## src/rtl/interrupt_ack_controller.sv

```systemverilog
// 8259-style interrupt acknowledge controller: rotating fully-nested priority, two-pulse INTA, EOI/AEOI.
// Latency: INT one cycle after an eligible request; latch strobe, vector and EOI mask one cycle after their trigger.
// No backpressure: handshake paced by INTA edges; EOI strobes accepted every cycle. Optional feature: PRIORITY_ROTATE_EN.
module interrupt_ack_controller (
  input  logic       clock,
  input  logic       reset,
  input  logic [7:0] interrupt_request,
  input  logic [7:0] interrupt_mask,
  input  logic [7:0] in_service_register,
  input  logic       interrupt_acknowledge_n,
  input  logic       eoi_command,
  input  logic       eoi_specific,
  input  logic [2:0] eoi_level,
  input  logic       eoi_rotate,
  input  logic       auto_eoi,
  input  logic [4:0] vector_base,
  output logic       interrupt_out,
  output logic       latch_in_service,
  output logic [7:0] interrupt,
  output logic [7:0] end_of_interrupt,
  output logic [2:0] priority_rotate,
  output logic [7:0] vector_out,
  output logic       vector_valid
);

  typedef enum logic [2:0] {IDLE, PEND, ACK1, WAIT2, ACK2} state_t;

  state_t     state_q, state_d;
  logic       inta_prev_q;
  logic [2:0] winner_q, winner_d;
  logic       spurious_q, spurious_d;
  logic       int_out_q, int_out_d;
  logic       latch_q, latch_d;
  logic [7:0] intr_q, intr_d;
  logic [7:0] eoi_q, eoi_d;
  logic [7:0] vec_q, vec_d;
  logic       vvalid_q, vvalid_d;
  logic [2:0] rot_q, rot_d;

  logic [7:0] req_unmasked;
  logic [7:0] rot_req, rot_isr, elig_rot;
  logic [3:0] isr_rank;
  logic [2:0] win_rank, win_level, isr_top_level;
  logic       any_elig, isr_nonempty;
  logic       inta_fall, inta_rise;
  logic [7:0] aeoi_mask, cmd_mask;
  logic [2:0] cmd_level;

  function automatic logic [7:0] onehot(input logic [2:0] lvl);
    return 8'b1 << lvl;
  endfunction

  assign req_unmasked = interrupt_request & ~interrupt_mask;
  assign inta_fall    = inta_prev_q & ~interrupt_acknowledge_n;
  assign inta_rise    = ~inta_prev_q & interrupt_acknowledge_n;

  // Rotate request and in-service vectors so that bit 0 is the current highest priority level.
  always_comb begin
    rot_req = '0;
    rot_isr = '0;
    for (int i = 0; i < 8; i++) begin
      rot_req[i] = req_unmasked[rot_q + 3'(i + 1)];
      rot_isr[i] = in_service_register[rot_q + 3'(i + 1)];
    end
  end

  // Rank of the highest in-service level (8 = none) and the best request strictly above it.
  always_comb begin
    isr_rank = 4'd8;
    for (int i = 7; i >= 0; i--) begin
      if (rot_isr[i]) isr_rank = 4'(i);
    end
    elig_rot = '0;
    for (int i = 0; i < 8; i++) begin
      elig_rot[i] = rot_req[i] && (4'(i) < isr_rank);
    end
    win_rank = 3'd7;
    for (int i = 7; i >= 0; i--) begin
      if (elig_rot[i]) win_rank = 3'(i);
    end
  end

  assign any_elig      = |elig_rot;
  assign win_level     = rot_q + win_rank + 3'd1;
  assign isr_top_level = rot_q + isr_rank[2:0] + 3'd1;
  assign isr_nonempty  = ~isr_rank[3];

  // Acknowledge sequencing: next state plus the registered strobes it produces.
  always_comb begin
    state_d    = state_q;
    winner_d   = winner_q;
    spurious_d = spurious_q;
    latch_d    = 1'b0;
    intr_d     = '0;
    vvalid_d   = 1'b0;
    vec_d      = '0;
    aeoi_mask  = '0;
    case (state_q)
      IDLE: begin
        // A lone INTA falling edge here is deliberately ignored.
        if (any_elig) state_d = PEND;
      end
      PEND: begin
        if (inta_fall) begin
          state_d    = ACK1;
          spurious_d = ~any_elig;
          winner_d   = any_elig ? win_level : 3'd7;
          latch_d    = any_elig;
          intr_d     = any_elig ? onehot(win_level) : 8'h00;
        end else if (!any_elig) begin
          state_d = IDLE;
        end
      end
      ACK1: begin
        if (inta_rise) state_d = WAIT2;
      end
      WAIT2: begin
        if (inta_fall) state_d = ACK2;
      end
      ACK2: begin
        if (inta_rise) begin
          state_d = IDLE;
          if (auto_eoi && !spurious_q) aeoi_mask = onehot(winner_q);
        end
      end
      default: state_d = IDLE;
    endcase
    if (state_d == ACK2) begin
      vvalid_d = 1'b1;
      vec_d    = {vector_base, winner_d};
    end
    int_out_d = (state_d == PEND);
  end

  // Command EOI: specific clears eoi_level, non-specific clears the highest in-service level.
  always_comb begin
    cmd_mask  = '0;
    cmd_level = '0;
    if (eoi_command) begin
      if (eoi_specific) begin
        cmd_mask  = onehot(eoi_level);
        cmd_level = eoi_level;
      end else if (isr_nonempty) begin
        cmd_mask  = onehot(isr_top_level);
        cmd_level = isr_top_level;
      end
    end
    eoi_d = cmd_mask | aeoi_mask;
  end

`ifdef PRIORITY_ROTATE_EN
  // The cleared level becomes lowest priority in the same cycle its EOI mask is issued.
  always_comb begin
    rot_d = rot_q;
    if (eoi_command && eoi_rotate && (cmd_mask != 8'h00)) rot_d = cmd_level;
  end
`else
  logic unused_eoi_rotate;
  assign unused_eoi_rotate = eoi_rotate;
  assign rot_d = 3'b111;
`endif

  // State and output registers; reset aborts any acknowledge in progress.
  always_ff @(posedge clock) begin
    if (reset) begin
      state_q     <= IDLE;
      inta_prev_q <= 1'b1;
      winner_q    <= 3'd7;
      spurious_q  <= 1'b0;
      int_out_q   <= 1'b0;
      latch_q     <= 1'b0;
      intr_q      <= '0;
      eoi_q       <= '0;
      vec_q       <= '0;
      vvalid_q    <= 1'b0;
      rot_q       <= 3'b111;
    end else begin
      state_q     <= state_d;
      inta_prev_q <= interrupt_acknowledge_n;
      winner_q    <= winner_d;
      spurious_q  <= spurious_d;
      int_out_q   <= int_out_d;
      latch_q     <= latch_d;
      intr_q      <= intr_d;
      eoi_q       <= eoi_d;
      vec_q       <= vec_d;
      vvalid_q    <= vvalid_d;
      rot_q       <= rot_d;
    end
  end

  assign interrupt_out    = int_out_q;
  assign latch_in_service = latch_q;
  assign interrupt        = intr_q;
  assign end_of_interrupt = eoi_q;
  assign priority_rotate  = rot_q;
  assign vector_out       = vec_q;
  assign vector_valid     = vvalid_q;

endmodule

```

## config.mk

```make
export PLATFORM = sky130hd
export DESIGN_NAME = interrupt_ack_controller
export DESIGN_NICKNAME = d
export VERILOG_FILES = /design/src/rtl/interrupt_ack_controller.sv
export SDC_FILE = /design/constraint.sdc
export NUM_CORES = 1
export LEC_CHECK = 0
export ABC_AREA = 1
export CAP_MARGIN = 20
export CORE_UTILIZATION = 30
export CTS_BUF_LIST = sky130_fd_sc_hd__clkbuf_16
export DETAILED_ROUTE_END_ITERATION = 8
export DONT_BUFFER_PORTS = 1
export PLACE_DENSITY_LB_ADDON = 0.08
export SYNTH_ARGS = -nofsm -noshare
export SYNTH_HDL_FRONTEND = slang
export SYNTH_SLANG_ARGS = --single-unit
```

## constraint.sdc

```tcl
create_clock -name clock -period 1.8 [get_ports clock]
set_input_delay 0.27 -clock clock [delete_from_list [all_inputs] [get_ports clock]]
set_output_delay 0.27 -clock clock [all_outputs]
set_load 0.01 [all_outputs]
```

-- Word-level counts from Yosys, hierarchy flattened
Cells that the tools add are included.
- bits in registers: 35
- bits of input ports: 39
- logic and storage cells: 91
- output and inout bits: 30
- magnitude comparators: 8
- add/sub/neg operators: 4
- bitwise gates (word level): 11
- muxes and demuxes: 32
- equality and inequality tests: 6
- reductions and logical operators: 16
- shift operators: 4
- operators with widths (kind ; number):
    $mux 8 ; 6
    $mux 3 ; 15
    $mux 4 ; 8
    $shl 1x3->8 const A ; 4
    $lt 3x4->1 const A ; 4
    $pmux 3 s5 ; 1
    $logic_and 1x1->1 ; 9
    $and 8x8->8 ; 1
    $lt 1x4->1 const A ; 2
    $lt 2x4->1 const A ; 2
    $not 8->8 ; 1
    $or 8x8->8 ; 1
    $reduce_or 8->1 ; 1
    $add 3x1->3 const B ; 2
    $add 3x3->3 const A ; 2
    $eq 3x1->1 const B ; 2
    $eq 3x2->1 const B ; 2
    $eq 3x3->1 const B ; 2
    $not 1->1 ; 6
    $reduce_or 4->1 ; 1
    $logic_not 3->1 ; 1
    $reduce_or 3->1 ; 1
    $and 1x1->1 ; 2
    $mux 1 ; 2
    other kinds (3) ; 3

-- Logic depth before layout (Yosys ltp)
- depth after elaboration: 22
- depth in mapped cells: 16
- gate-level depth less buffers: 16

-- Worst setup path after synthesis
No wires, ideal clock.
- path kind: in2reg
- from: input in_service_register[6]
- to: register intr_q[1], in the netlist interrupt[1]
- data required time: 1.687 ns
- cell stages on the path: 15
- setup slack: 0.337 ns
- data arrival time: 1.350 ns
- cell sequence: inv_1 > nand2_1 > nand2_1 > nand2_1 > nand2_1 > a21boi_1 > nand2_1 > nand2_1 > nand2_1 > nor2_1 > nand2_2 > nand2_2 > nor2_4 > nand2_2 > nor2_1
- cells in the longest elaborated chain, start to end: 19
- elaborated cells on any way between the ends: 36
- classes of those cells: 2 x add/sub; 8 x order compare; 1 x shift; 14 x mux; 1 x bitwise; 10 x reduce/logical
- ends and longest elaborated chain (what ; RTL line ; source):
    from (decl) ; 9 ; input logic [7:0] in_service_register,
    $mux 4 (*) (7 in series) ; 71 ; if (rot_isr[i]) isr_rank = 4'(i);
    $lt 3x4->1 ; 75 ; elig_rot[i] = rot_req[i] && (4'(i) < isr_rank);
    $logic_and 1x1->1 ; 75 ;
    $mux 1 ; 79 ; if (elig_rot[i]) win_rank = 3'(i);
    $mux 3 (6 in series) ; 79 ;
    $add 3x3->3 ; 84 ; assign win_level = rot_q + win_rank + 3'd1;
    $add 3x1->3 ; 84 ;
    $shl 1x3->8 ; 50 ; return 8'b1 << lvl;
    to (signal assigned) ; 184 ; intr_q <= intr_d;
    to (decl) ; 34 ; logic [7:0] intr_q, intr_d;
Mark *: on every way between the ends. The rest lies on a longest branch, timed or not.
A chain may end at the register's enable or synchronous reset.

-- Worst setup path after layout
- from: input in_service_register[6]
- to: register intr_q[3], in the netlist interrupt[3]
The elaborated chain is that of the path after synthesis.

==> metrics <==
setup repair bufs after CTS 0; initial core utilization 0.317; worst hold slack across all endpoints 0.0650 ns; iteration-0 DRC count of the detailed router 23; result of the run finished, final reports clean; max-slew violation count 0; commonest non-fill, non-tap cell in the layout sky130_fd_sc_hd__nand2_1; ratio of cells with drive above 1 in the final layout 0.0988; CTS tree done; I/O Buffers 0; data arrival at the endpoint of the critical path 1.57 ns; cts repair resizes 0; Die ar. 5810 sq um; DIE HEIGHT 76.2 um; commonest cells after routing, fill and taps aside 57 x sky130_fd_sc_hd__nand2_1, 37 x sky130_fd_sc_hd__inv_1, 35 x sky130_fd_sc_hd__dfxtp_1, 31 x sky130_fd_sc_hd__nor2_1; area overhead of the layout relative to synthesis 11.8%; Top FF cell, synth sky130_fd_sc_hd__dfxtp_1; later-pin clock latency in the skew report 0.27 ns; Sw Ratio 0.218; post-DR vias/cell 4.46; number of nets in the final layout 282; Post-Syn Instances 240; cell-internal power 1.33 mW; cell leakage power 0.857 nW; total vias in the final route 1397; DP Wirelength 2890 um; Antenna Nets Post-Route 0; warning count from the yosys run 0; post-route clock skew 0.00345 ns; data required time at the worst endpoint 1.96 ns; Setup Total Neg Slack 0 ns; initial antenna violation count 0; area inside the core boundary 5200 sq um; I/O pin cnt 69; average footprint of a synthesized cell 6.88 sq um; Worst Setup End Kind flip-flop; area of combinational cells with multiple inputs 774 sq um; routability-driven placement congestion ratio 0.744; Sequential Area 701 sq um; Comb pwr share 0.068; maximum fanout along the worst path 4; count of non-filler cells in the finished layout 313; width of the chip 76.2 um; sequential power share 0.472; clock buffers created by TritonCTS 5; unrepaired setup endpoints after global routing false; clock network fraction of total power 0.460; GRT Resource Usage Total 0.129; diode insertion count for antenna repair 0; number of rows in the core area 26; critical path class primary input to flip-flop; vias in the first global route 1356; Synth Register Bits 35; Power Dens Cells 918 nW/um^2; count of fill cells added during filler insertion 568; final hold violations 0; Maximum Capacitance Violations 0; total placed cells including tap cells 306; post-CTS clock slew at the launch and capture registers of the worst setup and hold paths 0.05 ns; share of the clock period used by the worst path 0.782; startpoint type of the worst setup path primary input; routed wire length 3600 um; number of buffers on the longest clock path 2; buffer cell driving the clock tree root sky130_fd_sc_hd__clkbuf_16; post-cts hold buffer count 0; time the worst path needs with I/O delays and setup 1.41 ns; pin count of the biggest net entering global routing 16; VDD IR-drop max 0.502 mV; number of iterations in the first detailed-routing pass 4; GRT Residual Overflow 0; Switch Pwr 370 uW; asr flop ratio synth 0; DRC Markers 0; post-route total power 1.69 mW; worst min path class primary input to flip-flop; count of final setup violators 0; Max Freq 710 MHz; average detailed-routed wire length per instance 11.5 um; sink count of the clock tree 35; register area share after synthesis 0.424; summed instance area of the synthesized netlist 1650 sq um; wire length of the first global-routing pass 5900 um; distinct cell type count of the synthesized netlist 28; number of enable flip-flop cells after synthesis 0; number of H-tree branching levels 2
==> registers in the layout, summed over array words and instances, names as in the netlist <==
register	cells
spurious_q	1
interrupt_out	1
vector_valid	1
winner_q	3
latch_in_service	1
inta_prev_q	1
state_q	3
vector_out	8
end_of_interrupt	8
interrupt	8
==> stage by stage <==
stage | setup slack [ns] | instance area (sq um) | util
finish | 0.392 | 1850 | 0.355
global route | 0.161 | 1850 | 0.355
CTS | 0.389 | 1850 | 0.355
global placement | 0.0958 | 1710 | 0.329
detailed placement | 0.0889 | 1710 | 0.329
floorplan | 0.337 | 1660 | -
==> worst max-delay path: stages <==
cell,delay [ns]
sky130_fd_sc_hd__inv_1,0.03
sky130_fd_sc_hd__nand2_1,0.05
sky130_fd_sc_hd__nand2_1,0.04
sky130_fd_sc_hd__nand2_1,0.05
sky130_fd_sc_hd__nand2_1,0.08
sky130_fd_sc_hd__a21boi_1,0.22
sky130_fd_sc_hd__nand2_1,0.11
sky130_fd_sc_hd__nand2_1,0.10
sky130_fd_sc_hd__nand2_1,0.07
sky130_fd_sc_hd__nor2_1,0.17
sky130_fd_sc_hd__nand2_2,0.11
sky130_fd_sc_hd__nand2_2,0.09
sky130_fd_sc_hd__nor2_4,0.04
sky130_fd_sc_hd__nand2_2,0.10
sky130_fd_sc_hd__nor2_1,0.05
==> layout make-up <==
cell class	instances	area share
Multi-Input combinational cell	161	0.419
Sequential cell	35	0.379
Inverter	40	0.0813
Clock buffer	5	0.0678
Tap cell	70	0.0474
Clock inverter	2	0.00474
==> Yosys cell counts (6+ instances only) <==
library cell,count,area (sq um)
sky130_fd_sc_hd__a21oi_1,12,60.1
sky130_fd_sc_hd__dfxtp_1,35,701
sky130_fd_sc_hd__inv_1,37,139
sky130_fd_sc_hd__nand2_1,57,214
sky130_fd_sc_hd__nand2_2,6,37.5
sky130_fd_sc_hd__nand3_1,10,50.1
sky130_fd_sc_hd__nor2_1,31,116
sky130_fd_sc_hd__nor3_1,10,50.1
sky130_fd_sc_hd__o21ai_0,12,60.1
==> routing by layer <==
metal  up-vias  track usage  share of wire
met2        48        0.207           0.44
met3         8       0.0515          0.073
li1        750            -              -
met1       591        0.144           0.46
met5         -            0              0
met4         0       0.0731          0.023
==> worst paths after layout <==
path	from	cells after the start	endpoint	slack, ns
hold reg to reg	spurious_q	2	spurious_q	0.46
setup reg to reg	state_q[2]	6	winner_q[0]	0.40
setup / recovery	in_service_register[6]	15	interrupt[3]	0.39
hold / removal	reset	1	state_q[1]	0.06
==> power groups by stage <==
| stage | Sequential (mW) | Clock (mW) | Combinational [mW] |
|---|---|---|---|
| 2_1_floorplan | 0.814 | 0 | 0.108 |
| 3_3_place_gp | 0.816 | 0 | 0.118 |
| 3_5_place_dp | 0.815 | 0 | 0.117 |
| 4_1_cts | 0.800 | 0.805 | 0.118 |
| 5_1_grt | 0.800 | 0.840 | 0.135 |
| 6_report | 0.800 | 0.779 | 0.116 |
==> logic make-up after synthesis <==
kind of cell    after synthesis  share of synthesized area
buf+inv                      46                      0.111
flops                        35                      0.424
simple gates                126                      0.354
other cells                   1                    0.00227
compound gates               32                      0.108
Power figures use the tool's default switching activity.
